**src/rtl/irda_mode_switch_ctrl_pkg.sv**
```systemverilog
// Shared mode codes, sequencer state encodings and the mode-bit encoder
// used by the IrDA mode switch controller.
package irda_mode_switch_ctrl_pkg;

  localparam int IRDA_FIFO_POINTER_W = 4;

  localparam logic [1:0] IRDA_MODE_SIR  = 2'b00;
  localparam logic [1:0] IRDA_MODE_MIRH = 2'b01;
  localparam logic [1:0] IRDA_MODE_MIRF = 2'b10;
  localparam logic [1:0] IRDA_MODE_FIR  = 2'b11;

  localparam logic [2:0] IRDA_MSW_IDLE   = 3'd0;
  localparam logic [2:0] IRDA_MSW_HOLD   = 3'd1;
  localparam logic [2:0] IRDA_MSW_FLUSH  = 3'd2;
  localparam logic [2:0] IRDA_MSW_RELOAD = 3'd3;
  localparam logic [2:0] IRDA_MSW_SETTLE = 3'd4;
  localparam logic [2:0] IRDA_MSW_DONE   = 3'd5;

  typedef struct packed {
    logic fast;
    logic mir;
    logic half;
    logic fir;
  } mode_bits_t;

  // One place that defines how a 2-bit mode code maps onto the consumer enables.
  function automatic mode_bits_t mode_encode(input logic [1:0] mode);
    mode_bits_t bits;
    bits = '0;
    case (mode)
      IRDA_MODE_MIRH: bits = '{fast: 1'b1, mir: 1'b1, half: 1'b1, fir: 1'b0};
      IRDA_MODE_MIRF: bits = '{fast: 1'b1, mir: 1'b1, half: 1'b0, fir: 1'b0};
      IRDA_MODE_FIR:  bits = '{fast: 1'b1, mir: 1'b0, half: 1'b0, fir: 1'b1};
      default:        bits = '0;
    endcase
    return bits;
  endfunction

endpackage

```
**src/rtl/irda_mode_switch_ctrl_counter.sv**
```systemverilog
// Shared cycle counter for the mode switch sequencer: synchronous clear,
// counts while enabled and saturates at the terminal value (limit-1).
module irda_msw_counter #(
  parameter int CNT_W = 16
) (
  input  logic             clk,
  input  logic             rst,
  input  logic             clear,
  input  logic             enable,
  input  logic [CNT_W-1:0] limit,
  output logic             terminal
);

  logic [CNT_W-1:0] count;

  assign terminal = (count == (limit - CNT_W'(1)));

  // Holding at the terminal value keeps the count from ever wrapping inside a state.
  always_ff @(posedge clk) begin
    if (rst) begin
      count <= '0;
    end else if (clear) begin
      count <= '0;
    end else if (enable && !terminal) begin
      count <= count + CNT_W'(1);
    end
  end

endmodule

```
**src/rtl/irda_mode_switch_ctrl.sv**
```systemverilog
// Sequences SIR/MIR/FIR mode changes: hold TX, drain, flush both FIFOs,
// apply the new mode bits, reload the fast enable generator and let it settle.
module irda_mode_switch_ctrl
  import irda_mode_switch_ctrl_pkg::*;
#(
  parameter int unsigned DRAIN_TIMEOUT = 4096,
  parameter int unsigned FLUSH_CYCLES  = 2,
  parameter int unsigned SETTLE_CYCLES = 8,
  parameter int          CNT_W         = 16,
  parameter int          FIFO_PTR_W    = IRDA_FIFO_POINTER_W
) (
  input  logic              wb_clk_i,
  input  logic              wb_rst_i,
  input  logic              req_i,
  input  logic [1:0]        req_mode_i,
  input  logic              abort_i,
  input  logic              tx_busy_i,
  input  logic              rx_busy_i,
  input  logic [FIFO_PTR_W:0] txfifo_count_i,
  output logic              fast_mode_o,
  output logic              mir_mode_o,
  output logic              mir_half_o,
  output logic              fir_mode_o,
  output logic              tx_hold_o,
  output logic              txfifo_clear_o,
  output logic              rxfifo_clear_o,
  output logic              en_reload_o,
  output logic              busy_o,
  output logic              done_o,
  output logic              timeout_o,
  output logic              reject_o
);

  logic [2:0]       state;
  logic [2:0]       state_nx;
  mode_bits_t       mode_q;
  mode_bits_t       target_bits;
  mode_bits_t       req_bits;
  logic             abort_lat;
  logic             timeout_flag;
  logic             timeout_nx;
  logic             drain_idle;
  logic             start;
  logic             same_hit;
  logic             cnt_clear;
  logic             cnt_enable;
  logic             cnt_terminal;
  logic [CNT_W-1:0] cnt_limit;

  assign req_bits   = mode_encode(req_mode_i);
  assign drain_idle = !tx_busy_i && !rx_busy_i && (txfifo_count_i == '0);
  assign start      = req_i && (state == IRDA_MSW_IDLE) && (req_bits != mode_q);
  assign same_hit   = req_i && (state == IRDA_MSW_IDLE) && (req_bits == mode_q);

  assign cnt_clear  = (state_nx != state);
  assign cnt_enable = (state == IRDA_MSW_HOLD) || (state == IRDA_MSW_FLUSH) ||
                      (state == IRDA_MSW_SETTLE);

  always_comb begin
    cnt_limit = '0;
    case (state)
      IRDA_MSW_HOLD:   cnt_limit = CNT_W'(DRAIN_TIMEOUT);
      IRDA_MSW_FLUSH:  cnt_limit = CNT_W'(FLUSH_CYCLES);
      IRDA_MSW_SETTLE: cnt_limit = CNT_W'(SETTLE_CYCLES);
      default:         cnt_limit = '0;
    endcase
  end

  irda_msw_counter #(
    .CNT_W (CNT_W)
  ) u_counter (
    .clk      (wb_clk_i),
    .rst      (wb_rst_i),
    .clear    (cnt_clear),
    .enable   (cnt_enable),
    .limit    (cnt_limit),
    .terminal (cnt_terminal)
  );

  // A drained path takes priority over the timeout so a late drain is never flagged.
  always_comb begin
    state_nx   = state;
    timeout_nx = timeout_flag;
    case (state)
      IRDA_MSW_IDLE: begin
        if (start) begin
          state_nx   = IRDA_MSW_HOLD;
          timeout_nx = 1'b0;
        end
      end
      IRDA_MSW_HOLD: begin
        if (abort_lat || drain_idle) begin
          state_nx = IRDA_MSW_FLUSH;
        end else if (cnt_terminal) begin
          state_nx   = IRDA_MSW_FLUSH;
          timeout_nx = 1'b1;
        end
      end
      IRDA_MSW_FLUSH: begin
        if (cnt_terminal) state_nx = IRDA_MSW_RELOAD;
      end
      IRDA_MSW_RELOAD: state_nx = IRDA_MSW_SETTLE;
      IRDA_MSW_SETTLE: begin
        if (cnt_terminal) state_nx = IRDA_MSW_DONE;
      end
      IRDA_MSW_DONE:   state_nx = IRDA_MSW_IDLE;
      default:         state_nx = IRDA_MSW_IDLE;
    endcase
  end

  // Outputs are registered from the next state so each one lines up with the state it describes.
  always_ff @(posedge wb_clk_i) begin
    if (wb_rst_i) begin
      state          <= IRDA_MSW_IDLE;
      mode_q         <= '0;
      target_bits    <= '0;
      abort_lat      <= 1'b0;
      timeout_flag   <= 1'b0;
      tx_hold_o      <= 1'b0;
      busy_o         <= 1'b0;
      txfifo_clear_o <= 1'b0;
      rxfifo_clear_o <= 1'b0;
      en_reload_o    <= 1'b0;
      done_o         <= 1'b0;
      timeout_o      <= 1'b0;
      reject_o       <= 1'b0;
    end else begin
      state        <= state_nx;
      timeout_flag <= timeout_nx;
      if (start) begin
        target_bits <= req_bits;
        abort_lat   <= abort_i;
      end
      if ((state == IRDA_MSW_FLUSH) && (state_nx == IRDA_MSW_RELOAD)) begin
        mode_q <= target_bits;
      end
      tx_hold_o      <= (state_nx != IRDA_MSW_IDLE);
      busy_o         <= (state_nx != IRDA_MSW_IDLE);
      txfifo_clear_o <= (state_nx == IRDA_MSW_FLUSH);
      rxfifo_clear_o <= (state_nx == IRDA_MSW_FLUSH);
      en_reload_o    <= (state_nx == IRDA_MSW_RELOAD);
      done_o         <= (state_nx == IRDA_MSW_DONE) || same_hit;
      timeout_o      <= (state_nx == IRDA_MSW_DONE) && timeout_nx;
      reject_o       <= req_i && (state != IRDA_MSW_IDLE);
    end
  end

  assign fast_mode_o = mode_q.fast;
  assign mir_mode_o  = mode_q.mir;
  assign mir_half_o  = mode_q.half;
  assign fir_mode_o  = mode_q.fir;

endmodule

```
**config.mk**
```make
export PLATFORM = sky130hd
export DESIGN_NAME = irda_mode_switch_ctrl
export DESIGN_NICKNAME = d
export VERILOG_FILES = /design/src/rtl/irda_mode_switch_ctrl_pkg.sv /design/src/rtl/irda_mode_switch_ctrl_counter.sv /design/src/rtl/irda_mode_switch_ctrl.sv
export SDC_FILE = /design/constraint.sdc
export NUM_CORES = 1
export LEC_CHECK = 0
export ABC_AREA = 1
export BUFFER_PORTS_ARGS = -buffer_cell sky130_fd_sc_hd__buf_4
export CORE_MARGIN = 1
export CORE_UTILIZATION = 45
export CTS_CLUSTER_DIAMETER = 60
export DETAILED_ROUTE_END_ITERATION = 8
export SLEW_MARGIN = 30
export SYNTH_ARGS = -nofsm -noshare
export SYNTH_HDL_FRONTEND = slang
export SYNTH_HIERARCHICAL = 1
export SYNTH_SLANG_ARGS = --single-unit
```
**constraint.sdc**
```tcl
create_clock -name wb_clk_i -period 3.6 [get_ports wb_clk_i]
set_clock_uncertainty 0.15 [all_clocks]
set_input_delay 0.9 -clock wb_clk_i [delete_from_list [all_inputs] [get_ports wb_clk_i]]
set_output_delay 0.9 -clock wb_clk_i [all_outputs]
set_load 0.02 [all_outputs]
```
Word-level counts from Yosys, hierarchy flattened
Cells that the tools add are included.
{"block": "op_classes", "add_sub_neg": 2, "eq_ne": 14, "muxes": 12, "n_reduce_logical": 21}
{"operator": "13-bit case mux with 3 select lines", "n": 1}
{"operator": "16-bit by 1-bit adder with 16-bit output, second input constant", "n": 1}
{"operator": "16-bit == test", "n": 1}
{"operator": "3-bit 2-to-1 mux", "n": 5}
{"operator": "3-bit case mux with 5 select lines", "n": 1}
{"operator": "13-bit by 1-bit subtractor with 14-bit output, second input constant", "n": 1}
{"operator": "3-bit by 2-bit == test with 1-bit output, second input constant", "n": 4}
{"operator": "4-bit case mux with 3 select lines", "n": 1}
{"operator": "1-bit logical AND", "n": 9}
{"operator": "3-bit == test, second input constant", "n": 2}
{"operator": "3-bit nonzero test", "n": 2}
{"operator": "5-bit zero test", "n": 1}
{"operator": "2-bit == test, second input constant", "n": 2}
{"operator": "4-bit == test", "n": 1}
{"operator": "1-bit logical OR", "n": 4}
{"operator": "4-bit != test", "n": 1}
{"operator": "3-bit by 1-bit == test with 1-bit output, second input constant", "n": 1}
{"operator": "1-bit zero test", "n": 3}
{"operator": "3-bit zero test", "n": 1}
{"operator": "1-bit 2-to-1 mux", "n": 3}
{"operator": "3-bit != test", "n": 1}
{"operator": "2-bit by 1-bit == test with 1-bit output, second input constant", "n": 1}
{"operator": "1-bit case mux with 2 select lines", "n": 1}
{"operator": "2-bit OR reduction", "n": 1}
{"block": "word_totals", "ff_bits": 35, "input_bits": 13, "output_inout_bits": 12, "elab_cells": 67}

Logic depth before layout (Yosys ltp)
{"block": "depth", "ltp_word": 9, "mapped_depth": 25, "ltp_nobuf": 23}

By module
Netlist, hierarchy kept.
{"mod": "irda_msw_counter", "n_inst": 1, "cells_per_inst": 301, "area_per_inst_um2": 1775.5}
{"mod": "irda_mode_switch_ctrl", "n_inst": 1, "cells_per_inst": 139, "area_per_inst_um2": 1002.2}

Least setup slack after synthesis
No wires, ideal clock.
{"block": "synth_path", "kind": "reg2reg", "startpoint": "register state[0]", "endpoint": "register u_counter.count[10]", "setup_ns": 0.132, "t_arrival_ns": 2.944, "required_ns": 3.318, "slack_ns": 0.374, "stages_incl_launch_ff": 22, "cell_sequence": "dfxtp_1 > buf_6 > nor3_4 > inv_1 > ha_1 > nand2_4 > nor2_8 > nand3_1 > nand2_1 > inv_2 > nand3_1 > nor3_1 > nand2_1 > nor4_1 > o21ai_2 > nand4_2 > nand2_1 > nand2_1 > nor2_1 > inv_1 > clkbuf_1 > a21oi_1"}
{"block": "synth_between", "elab_chain_cells": 9, "word_cells_on_any_way": 22, "cone_classes": "1 x add/sub; 6 x eq/ne; 7 x mux; 8 x reduce/logical"}
{"item": "start, declared", "line_no": "irda_mode_switch_ctrl.sv:34", "rtl": "logic [2:0] state;"}
{"item": "start signal, assigned", "line_no": "irda_mode_switch_ctrl.sv:128", "rtl": "state <= state_nx;"}
{"item": "3-bit == test (tied with other cells)", "line_no": "irda_mode_switch_ctrl.sv:61", "rtl": "case (state)"}
{"item": "13-bit case mux with 3 select lines (*)", "line_no": "irda_mode_switch_ctrl.sv:61"}
{"item": "named net cnt_limit[1]", "line_no": "irda_mode_switch_ctrl.sv:48", "rtl": "logic [CNT_W-1:0] cnt_limit;"}
{"item": "13-bit by 1-bit subtractor with 14-bit output (*)", "line_no": "irda_mode_switch_ctrl_counter.sv:16", "rtl": "assign terminal = (count == (limit - CNT_W'(1)));"}
{"item": "16-bit == test (*)", "line_no": "irda_mode_switch_ctrl_counter.sv:16"}
{"item": "named net cnt_terminal", "line_no": "irda_mode_switch_ctrl.sv:47", "rtl": "logic cnt_terminal;"}
{"item": "3-bit 2-to-1 mux", "line_no": "irda_mode_switch_ctrl.sv:94", "rtl": "end else if (cnt_terminal) begin"}
{"item": "3-bit 2-to-1 mux", "line_no": "irda_mode_switch_ctrl.sv:92", "rtl": "if (abort_lat || drain_idle) begin"}
{"item": "3-bit case mux with 5 select lines (*)", "line_no": "irda_mode_switch_ctrl.sv:84", "rtl": "case (state)"}
{"item": "3-bit != test (*)", "line_no": "irda_mode_switch_ctrl.sv:55", "rtl": "assign cnt_clear = (state_nx != state);"}
{"item": "named net cnt_clear", "line_no": "irda_mode_switch_ctrl.sv:45", "rtl": "logic cnt_clear;"}
{"item": "2-bit OR reduction (no source line) (*)"}
{"item": "end signal, assigned", "line_no": "irda_mode_switch_ctrl_counter.sv:25", "rtl": "count <= count + CNT_W'(1);"}
{"item": "end, declared", "line_no": "irda_mode_switch_ctrl_counter.sv:14", "rtl": "logic [CNT_W-1:0] count;"}
Mark *: on every way through the listed nets, which the timed path passes. The rest lies on a longest branch.
A chain may end at the register's enable or synchronous reset.

Final worst setup path
{"block": "layout_path", "startpoint": "register state[1]", "endpoint": "register u_counter.count[8]"}
The elaborated chain is that of the path after synthesis.

==> parameters.txt <==
Parameter                              Value

STA
  Minimum period implied by the final worst setup slack    3.284 ns
  Setup repair after global routing missed its margin    no
  Final Hold Vio Count    0
  Post-route setup TNS    0 ns
  Tightest Pin Transition    0.7397 ns
  Total of endpoints with negative setup slack in the final report    0
  Highest attainable clock frequency    304.5 MHz
  Pins Over Slew Limit    0
  Share of the cycle needed by the critical path after routing    91.21%
  Post-route setup slack    0.3163 ns
  Worst rel slew slack    50.55%

Placement
  Placed cell area    3169 um^2
  Final RePlAce weighted congestion    0.8478
  Input/output buffers    24
  Pre-CTS setup slack    0.09421 ns
  DP Wirelength    5004 um

CTS
  CTS tree    yes
  Buffer cell driving the clock tree root    sky130_fd_sc_hd__clkbuf_8
  CTS H-tree depth    2
  Hold-fix buffer count after cts    0
  Post-CTS setup repair buffer count    0
  Largest buffer count on any clock path    2
  Sinks on Clock Net    35
  Cts bufs inserted    5
  Clock-pin slew on the worst setup and hold paths    0.08 ns
  Clock latency reported for the late side of the worst-skew pair    0.29 ns
  Post-cts sizing count    0

Floorplanning
  Area enclosed by the die boundary    6491 um^2
  Total number of placement rows    28
  Core Area    5921 um^2
  Effective utilization at floorplan    46.91%
  Count of pins on the block boundary    25
  Height of the die    80.57 um
  Chip width    80.57 um

Detailed routing
  WL/cell    10.76 um
  Detailed-routing iteration count for the pre-antenna-repair pass    4
  Number of DRC markers in iteration 0    135
  Via density per instance    4.575
  Drt drc    0
  DRT Wirelength    6274 um
  Total vias in the final route    2,667
  Post-DRT Antenna Nets    0

Global routing
  Global route total overflow    0
  Overall Global Routing Usage    20.68%
  Via count of the first global-routing pass    2,290
  Maximum number of pins on one net before global-route repair    17
  Global-route wire length before repair    10,300 um
  Initial antenna violation count    0

Cells and area
  Fraction of final layout cells sized beyond drive strength 1    15.75%
  Design area    3269 um^2
  Most common cell after layout, fill and taps aside    sky130_fd_sc_hd__nand2_1
  Commonest cells after routing, fill and taps aside    117 x sky130_fd_sc_hd__nand2_1, 60 x sky130_fd_sc_hd__inv_1, 52 x sky130_fd_sc_hd__nand3_1, 44 x sky130_fd_sc_hd__conb_1, 37 x sky130_fd_sc_hd__nor2_1
  Layout overhead on the synthesized area    17.70%
  Fin nets    525
  Number of fill cells in the layout    609
  Number of diodes    0

Worst setup path
  Startpoint of the most critical setup path    state[1]$_SDFF_PP0_
  Data required time of the critical path    3.66 ns
  Crit end category    flip-flop
  Source of the worst register-to-register timing path    state[1]$_SDFF_PP0_
  Path type of the worst setup path    reg -> reg
  Crit path arrival time    3.34 ns
  Crit start category    flip-flop
  Max FO, Critical Path    14

Yosys
  Synthesized area divided by synthesized cell count    6.313 um^2
  Synthesized instance count    440
  Register bit total from synthesis    35
  Proportion of synthesized chip area in sequential cells    25.23%
  YS warnings    6
  Distinct cells, synth    36
  Post-synthesis cell area    2778 um^2

Outcome
  Status    completed

Worst hold path
  Min-delay worst type    reg -> reg
  Launch instance of the worst min-delay path    target_bits[1]$_SDFFE_PP0P_

Power and ir drop
  Peak supply drop    0.0001970 V
  Pwr per Cell Area    282.1 nW/um^2
  Static Leak    0.001487 uW

Job
  Max_cap viols    0
[registers in the layout, indices dropped and copies added (netlist names)]
| register | cells |
|---|---|
| timeout_o | 1 |
| mir_mode_o | 1 |
| target_bits | 4 |
| mir_half_o | 1 |
| reject_o | 1 |
| done_o | 1 |
| fir_mode_o | 1 |
| state | 3 |
| busy_o | 1 |
| u_counter/count | 16 |
| rxfifo_clear_o | 1 |
| en_reload_o | 1 |
| timeout_flag | 1 |
| abort_lat | 1 |
| fast_mode_o | 1 |
[worst max-delay path, stage by stage, from the launching register on]
cell                      delay, ns
sky130_fd_sc_hd__dfxtp_2       0.38
sky130_fd_sc_hd__inv_2         0.07
sky130_fd_sc_hd__nor3_4        0.32
sky130_fd_sc_hd__inv_1         0.08
sky130_fd_sc_hd__ha_1          0.26
sky130_fd_sc_hd__nand2_4       0.14
sky130_fd_sc_hd__nor2_8        0.06
sky130_fd_sc_hd__nand3_1       0.08
sky130_fd_sc_hd__nand2_1       0.06
sky130_fd_sc_hd__inv_2         0.06
sky130_fd_sc_hd__nand3_1       0.06
sky130_fd_sc_hd__nor3_1        0.13
sky130_fd_sc_hd__nand2_1       0.07
sky130_fd_sc_hd__nor4_1        0.19
sky130_fd_sc_hd__buf_4         0.20
sky130_fd_sc_hd__nor2_1        0.05
sky130_fd_sc_hd__nand3_1       0.11
sky130_fd_sc_hd__nand4_2       0.14
sky130_fd_sc_hd__nand2_1       0.09
sky130_fd_sc_hd__nand2_1       0.06
sky130_fd_sc_hd__nor2_2        0.16
sky130_fd_sc_hd__inv_2         0.15
sky130_fd_sc_hd__a21oi_1       0.14
[path summary, 6_finish.rpt]
check	to	cells after the start	slack (ns)
setup / recovery	u_counter/count[8]$_SDFFE_PP0P_	22	0.32
hold / removal	target_bits[1]$_SDFFE_PP0P_	2	0.32
setup reg to reg	u_counter/count[8]$_SDFFE_PP0P_	22	0.32
hold reg to reg	target_bits[1]$_SDFFE_PP0P_	2	0.32
[report_power, final]
group | internal, uW | switching [uW] | leakage (uW)
combinational | 80.3 | 151 | 0.00116
clock | 135 | 145 | 0.0000412
sequential | 400 | 10.4 | 0.000284
total | 616 | 307 | 0.00149
[metrics by stage]
step                total power, uW  instances  hold WS [ns]  utilization, %
global route                  977.7        583        0.3375           55.22
detailed placement            645.5        575        0.3021           53.53
CTS                           928.8        583        0.3145           54.97
global placement              645.5        575        0.3014           53.53
finish                        922.3        583        0.3156           55.22
floorplan                     599.6        483        0.2864               -
[final cells by class]
cell class,instances,area (um^2),area share [%]
Clock buffer,6,72.57,2.220
Inverter,66,247.7,7.577
Sequential cell,35,701.9,21.47
Multi-Input combinational cell,373,1946,59.51
Clock inverter,2,12.51,0.3827
Timing Repair Buffer,26,195.2,5.970
Tap cell,75,93.84,2.870
[per-layer routing]
metal | part of all wire [%] | vias to the layer above | wire length, um | track usage, %
li1 | - | 1469 | - | -
met1 | 52 | 1147 | 3233 | 28.78
met2 | 44 | 47 | 2786 | 32.88
met3 | 3.5 | 4 | 219 | 3.068
met4 | 0.57 | 0 | 36 | 5.536
met5 | 0 | - | 0 | 0
[cell usage after synthesis (all sizes together)]
| library cell | instances | area (um^2) |
|---|---|---|
| o211ai | 1 | 7.510 |
| xnor2 | 13 | 113.9 |
| or2 | 2 | 12.51 |
| o21bai | 1 | 7.510 |
| buf | 6 | 47.54 |
| o21ai | 10 | 68.82 |
| nand2 | 128 | 518.0 |
| clkbuf | 3 | 11.26 |
| inv | 66 | 247.7 |
| conb | 1 | 3.750 |
| dfxtp | 35 | 700.7 |
| nor2 | 53 | 284.0 |
| nor3 | 9 | 56.31 |
| a21oi | 26 | 133.9 |
| nand4 | 4 | 31.28 |
| xor2 | 13 | 113.9 |
| and2 | 1 | 6.260 |
| ha | 5 | 62.56 |
| nand3 | 56 | 300.3 |
| nand3b | 5 | 37.54 |
| nor4 | 2 | 12.51 |
[logic make-up (layout without fill, tap and decap cells)]
family	Yosys count	after routing	synth area share, %
buf+inv	75	100	11.04
flops	35	35	25.23
compound gates	38	38	7.838
fa+ha+maj	5	5	2.252
other cells	1	44	0.1350
simple gates	260	260	45.32
xor+xnor	26	26	8.198
Power figures use the tool's default switching activity.
